**src/rtl/sha_bus_pkg.sv**
```systemverilog
// Shared types for the SHA / CPU write-port arbiter.
package sha_bus_pkg;

  typedef enum logic [1:0] {
    ARB_IDLE = 2'd0,
    ARB_GNT0 = 2'd1,
    ARB_GNT1 = 2'd2
  } arb_state_t;

  localparam int BUS_W = 32;

endpackage

```
**src/rtl/mux2x32to32.sv**
```systemverilog
// Two-way bus-wide select feeding the arbiter output register.
module mux2x32to32
  import sha_bus_pkg::*;
(
  input  logic [BUS_W-1:0] data0,
  input  logic [BUS_W-1:0] data1,
  input  logic             select,
  output logic [BUS_W-1:0] data_out
);

  assign data_out = select ? data1 : data0;

endmodule

```
**src/rtl/bus_share_arbiter.sv**
```systemverilog
// Round-robin burst arbiter sharing one 32-bit write path between two requesters,
// with a forced release after MAX_BURST beats and one registered output stage.
module bus_share_arbiter
  import sha_bus_pkg::*;
#(
  parameter int MAX_BURST  = 16,
  parameter bit PRIO_RESET = 1'b0
) (
  input  logic             clk,
  input  logic             rst_n,
  input  logic             req0_valid,
  input  logic [BUS_W-1:0] req0_data,
  input  logic             req0_last,
  output logic             req0_ready,
  input  logic             req1_valid,
  input  logic [BUS_W-1:0] req1_data,
  input  logic             req1_last,
  output logic             req1_ready,
  output logic             out_valid,
  output logic [BUS_W-1:0] out_data,
  output logic             out_last,
  output logic             out_src,
  input  logic             out_ready,
  output logic             busy
);

  localparam int               CNT_W    = $clog2(MAX_BURST + 1);
  localparam logic [CNT_W-1:0] CNT_LAST = CNT_W'(MAX_BURST - 1);

  arb_state_t       state, state_nxt;
  logic             prio;
  logic [CNT_W-1:0] beat_cnt;

  logic             gnt_src;
  logic             granted;
  logic             stage_free;
  logic             in_valid;
  logic             in_last;
  logic             other_valid;
  logic             xfer;
  logic             rel;
  logic [BUS_W-1:0] mux_data_p0;

  logic             vld_p1;
  logic [BUS_W-1:0] data_p1;
  logic             last_p1;
  logic             src_p1;

  assign gnt_src     = (state == ARB_GNT1);
  assign granted     = (state != ARB_IDLE);
  assign stage_free  = !vld_p1 || out_ready;
  assign in_valid    = gnt_src ? req1_valid : req0_valid;
  assign in_last     = gnt_src ? req1_last  : req0_last;
  assign other_valid = gnt_src ? req0_valid : req1_valid;
  assign xfer        = granted && in_valid && stage_free;
  // A grant ends on the requester's last beat or when the burst budget is spent
  assign rel         = xfer && (in_last || (beat_cnt == CNT_LAST));

  assign req0_ready  = (state == ARB_GNT0) && stage_free;
  assign req1_ready  = (state == ARB_GNT1) && stage_free;
  assign busy        = granted;

  always_comb begin
    state_nxt = state;
    unique case (state)
      ARB_IDLE: begin
        if (req0_valid && req1_valid) state_nxt = prio ? ARB_GNT1 : ARB_GNT0;
        else if (req0_valid)          state_nxt = ARB_GNT0;
        else if (req1_valid)          state_nxt = ARB_GNT1;
      end
      ARB_GNT0, ARB_GNT1: begin
        if (rel) state_nxt = other_valid ? (gnt_src ? ARB_GNT0 : ARB_GNT1) : ARB_IDLE;
      end
      default: state_nxt = ARB_IDLE;
    endcase
  end

  always_ff @(posedge clk or negedge rst_n) begin
    if (!rst_n) begin
      state    <= ARB_IDLE;
      prio     <= PRIO_RESET;
      beat_cnt <= '0;
    end else begin
      state <= state_nxt;
      if (rel) begin
        beat_cnt <= '0;
        prio     <= ~gnt_src;
      end else if (xfer) begin
        beat_cnt <= beat_cnt + CNT_W'(1);
      end
    end
  end

  // p0 -> p1: granted requester's beat selected and registered
  mux2x32to32 u_mux (
    .data0    (req0_data),
    .data1    (req1_data),
    .select   (gnt_src),
    .data_out (mux_data_p0)
  );

  always_ff @(posedge clk or negedge rst_n) begin
    if (!rst_n) begin
      vld_p1  <= 1'b0;
      data_p1 <= '0;
      last_p1 <= 1'b0;
      src_p1  <= 1'b0;
    end else if (xfer) begin
      vld_p1  <= 1'b1;
      data_p1 <= mux_data_p0;
      last_p1 <= rel;
      src_p1  <= gnt_src;
    end else if (out_ready) begin
      vld_p1  <= 1'b0;
      last_p1 <= 1'b0;
    end
  end

  assign out_valid = vld_p1;
  assign out_data  = data_p1;
  assign out_last  = last_p1;
  assign out_src   = src_p1;

endmodule

```
**config.mk**
```make
export PLATFORM = sky130hd
export DESIGN_NAME = bus_share_arbiter
export DESIGN_NICKNAME = d
export VERILOG_FILES = /design/src/rtl/sha_bus_pkg.sv /design/src/rtl/mux2x32to32.sv /design/src/rtl/bus_share_arbiter.sv
export SDC_FILE = /design/constraint.sdc
export NUM_CORES = 1
export LEC_CHECK = 0
export ABC_AREA = 1
export CAP_MARGIN = 10
export CORE_MARGIN = 8
export CORE_UTILIZATION = 65
export CTS_BUF_LIST = sky130_fd_sc_hd__clkbuf_4 sky130_fd_sc_hd__clkbuf_8
export CTS_CLUSTER_DIAMETER = 50
export CTS_CLUSTER_SIZE = 14
export DETAILED_ROUTE_END_ITERATION = 8
export DONT_BUFFER_PORTS = 1
export PLACE_DENSITY = 0.81
export SYNTH_ARGS = -nofsm -noshare
export SYNTH_HDL_FRONTEND = slang
export SYNTH_SLANG_ARGS = --single-unit
```
**constraint.sdc**
```tcl
create_clock -name clk -period 1.8 [get_ports clk]
set_input_delay 0.54 -clock clk [delete_from_list [all_inputs] [get_ports clk]]
set_output_delay 0.54 -clock clk [all_outputs]
set_load 0.05 [all_outputs]
```
==> results.py <==
metrics = {
    "timing": {
        "setup_violations": 39,
        "worst_slew_pin_slew_ns": 0.562,
        "fmax_mhz": 516,
        "fin_crit_sh": 1.08,
        "maxSlewViolCount": 0,
        "finalHoldViolations": 0,
        "finClkSkew_ns": 0.00389,
        "min_period_ns": 1.94,
        "timing.final.ws_setup_ns": -0.137,
        "slew_headroom": 0.625,
        "timing.hold.ws_ns": 0.00868,
        "rsz0062_at_grt": "yes",
    },
    "pwr": {
        "peakVddDrop_mv": 1.27,
        "p_leak_nw": 1.37,
        "powerDensity_nw_per_um2": 2380,
        "pwr-share-clk": 0.067,
        "seq_power_share": 0.433,
        "power_switching_w": 0.00398,
        "comb_power_share": 0.499,
        "switching_share": 0.552,
        "internal-power_w": 0.00323,
    },
    "floorplan": {
        "dieArea_um2": 5860,
        "die_h_um": 76.5,
        "coreArea_um2": 3580,
        "io_pins": 109,
        "fp-row-count": 22,
        "die_x_um": 76.5,
        "start_util": 0.665,
    },
    "clocking": {
        "root_buffer": "clkbuf_4",
        "numCtsBuffers": 5,
        "clockBufferDepth": 2,
        "cts_tree": "done",
        "clk_pin_slew_worst_paths_ns": 0.12,
        "clock_sinks": 43,
        "h-tree-depth": 2,
        "insertion_delay_ns": 0.35,
    },
    "final_layout": {
        "mostFrequentLayoutCell": "nor2_1",
        "layout_common_cells": "67 x nor2_1, 42 x dfrtp_1, 41 x nand2_1, 23 x o31ai_2, 16 x buf_4",
        "final_area_um2": 3030,
        "diodes": 0,
        "syn_to_final_growth_pct": 27.2,
        "nets": 364,
        "drive_gt1_frac": 0.373,
    },
    "route": {
        "drcViolationCount": 0,
        "vias": 1953,
        "drtIter0Drc": 124,
        "wirelength_mm": 6.58,
        "ant_nets": 0,
        "dr.pass1.iters": 4,
        "wl_per_cell_um": 19.6,
        "drt-vias-per-instance": 5.83,
    },
    "hold_path": {
        "hold_path_class": "primary input to asynchronous set/reset pin",
    },
    "synth": {
        "synth_warnings": 0,
        "ys_top_cells_by_area": "dfrtp_1 45%, o31ai_2 17%, nor2_1 11%",
        "synth_fp_nets": 339,
        "synth_cell_types": 25,
        "syn_area_um2": 2380,
        "synth_cells": 261,
        "synth_seq_area_share": 0.452,
        "avgSynthCellArea_um2": 9.12,
        "netlist.area_leader.share": 0.452,
        "ys_ff_latch": 43,
        "synth_top_area_cell": "dfrtp_1",
    },
    "job": {
        "maxCapViolations": 0,
    },
    "critical_path": {
        "worstPathArrival_ns": 2.18,
        "cp_top_family": "buffers and inverters",
        "r2r_start": "state[0]$_DFFE_PN0P_",
        "max_stage_delay_ns": 0.47,
        "crit_top_cell": "nand2_1",
        "startpoint": "state[0]$_DFFE_PN0P_",
        "path_buf_inv": 4,
        "path_class": "flip-flop to flip-flop",
        "crit_chain": "inv_2, buf_4, ha_4, nand2_1, nand2_2, nor2_4, buf_6, nand2_8, clkbuf_16, nand2_1, o31ai_2",
        "critPathMaxFanout": 5,
        "cp-end-kind": "flip-flop",
        "required_ns": 2.05,
        "crit_path_start_kind": "flip-flop",
        "cpMaxStageDelayCell": "dfrtp_1",
    },
    "global_route": {
        "antenna_found_initial": 0,
        "grt_pass1_vias": 1887,
        "grt_pass1_wl_mm": 9.08,
        "grt_overflow": 0,
        "gr-usage-all-layers": 0.191,
        "grt_max_degree": 44,
    },
    "place": {
        "io_buffers": 0,
        "dp_slack_ns": 0.0645,
        "placed_cell_area_um2": 2480,
        "dpl.hpwl_mm": 4.09,
        "gp_congestion": 0.780,
    },
    "status": {
        "violations": "negative setup slack",
        "status": "finished with violations",
    },
}
-- metal layers --
layer / track usage / wire length (um) / vias up
met4: 0.0962 / 59 / 0
met1: 0.214 / 2540 / 946
met3: 0.0672 / 565 / 4
met5: 0 / 0 / -
li1: - / - / 910
met2: 0.313 / 3410 / 93
-- power by group through the flow --
stage	sequential (W)	combinational, W	clock (W)
after floorplan	0.00303	0.00202	0
after global placement	0.00310	0.00238	0
after detailed placement	0.00312	0.00248	0
after CTS	0.00310	0.00263	0.000501
after global routing	0.00319	0.00388	0.000545
final	0.00312	0.00360	0.000486
-- what timing repair did --
item / 4_1_cts / 5_1_grt
resized for setup: 10 / 41
gates cloned: 0 / 8
hold buffers: 1 / 0
endpoints found under the hold margin: 43 / 0
pin swaps: 3 / 5
setup buffers: 5 / 7
endpoints found under the setup margin: 3 / 25
-- cells in the mapped netlist --
| library cell | n |
|---|---|
| buf_6 | 5 |
| nand3b_1 | 2 |
| clkbuf_1 | 5 |
| a21oi_1 | 3 |
| nor3_4 | 1 |
| nand3_1 | 5 |
| o21ai_0 | 6 |
| o31ai_2 | 33 |
| inv_2 | 1 |
| o31ai_1 | 1 |
| nor2_1 | 69 |
| inv_1 | 11 |
| o21a_1 | 1 |
| buf_2 | 1 |
| nand2_4 | 1 |
| dfrtp_1 | 43 |
| buf_4 | 3 |
| ha_1 | 7 |
| nor2_4 | 1 |
| nand3_2 | 1 |
| inv_6 | 1 |
| nand2_1 | 55 |
| nand2_2 | 2 |
| nor2_2 | 2 |
| xor2_1 | 1 |
-- flip-flops by register name, summed over array words and instances (netlist names) --
name and cells:
out_data 32, state 2, prio 1, out_last 1, out_src 1, beat_cnt 5
out_valid 1
-- per-stage QoR --
step                setup TNS, ns  total power (W)  instances  utilization
detailed placement              0          0.00559        306        0.693
finish                      -2.95          0.00721        335        0.847
global placement                0          0.00549        306        0.693
CTS                        -0.286          0.00623        320        0.734
floorplan                 -0.0644          0.00505        261            -
global route                -5.35          0.00761        335        0.847
-- logic make-up (layout without fill, tap and decap cells) --
logic type,Yosys count,after routing,synth area share
AND/OR/NAND/NOR,139,140,0.243
AO/OA/AOI/OAI,44,44,0.199
flip-flops,43,43,0.452
buffers and inverters,27,52,0.0657
adder cells (fa/ha/maj),7,7,0.0368
XOR/XNOR,1,1,0.00368
-- cell type report --
class / count / area, um2
Timing Repair Buffer: 31 / 409
Clock buffer: 7 / 52.6
Multi-Input combinational cell: 192 / 1370
Clock inverter: 1 / 5.00
Tap cell: 48 / 60.1
Inverter: 13 / 53.8
Fill cell: 175 / 549
Sequential cell: 43 / 1080
-- worst paths after layout --
kind / endpoint / cells after the start / slack [ns]
setup / recovery: out_data[18]$_DFFE_PN0P_ / 11 / -0.14
hold / removal: out_last$_DFFE_PN0P_ / 1 / 0.009
setup reg to reg: out_data[18]$_DFFE_PN0P_ / 11 / -0.14
hold reg to reg: prio$_DFFE_PN0N_ / 2 / 0.52
max in group asynchronous: state[1]$_DFFE_PN0P_ / 1 / 1.56
min in group clk: out_last$_DFFE_PN0P_ / 1 / 0.27
(Power assumes the default switching activity.)
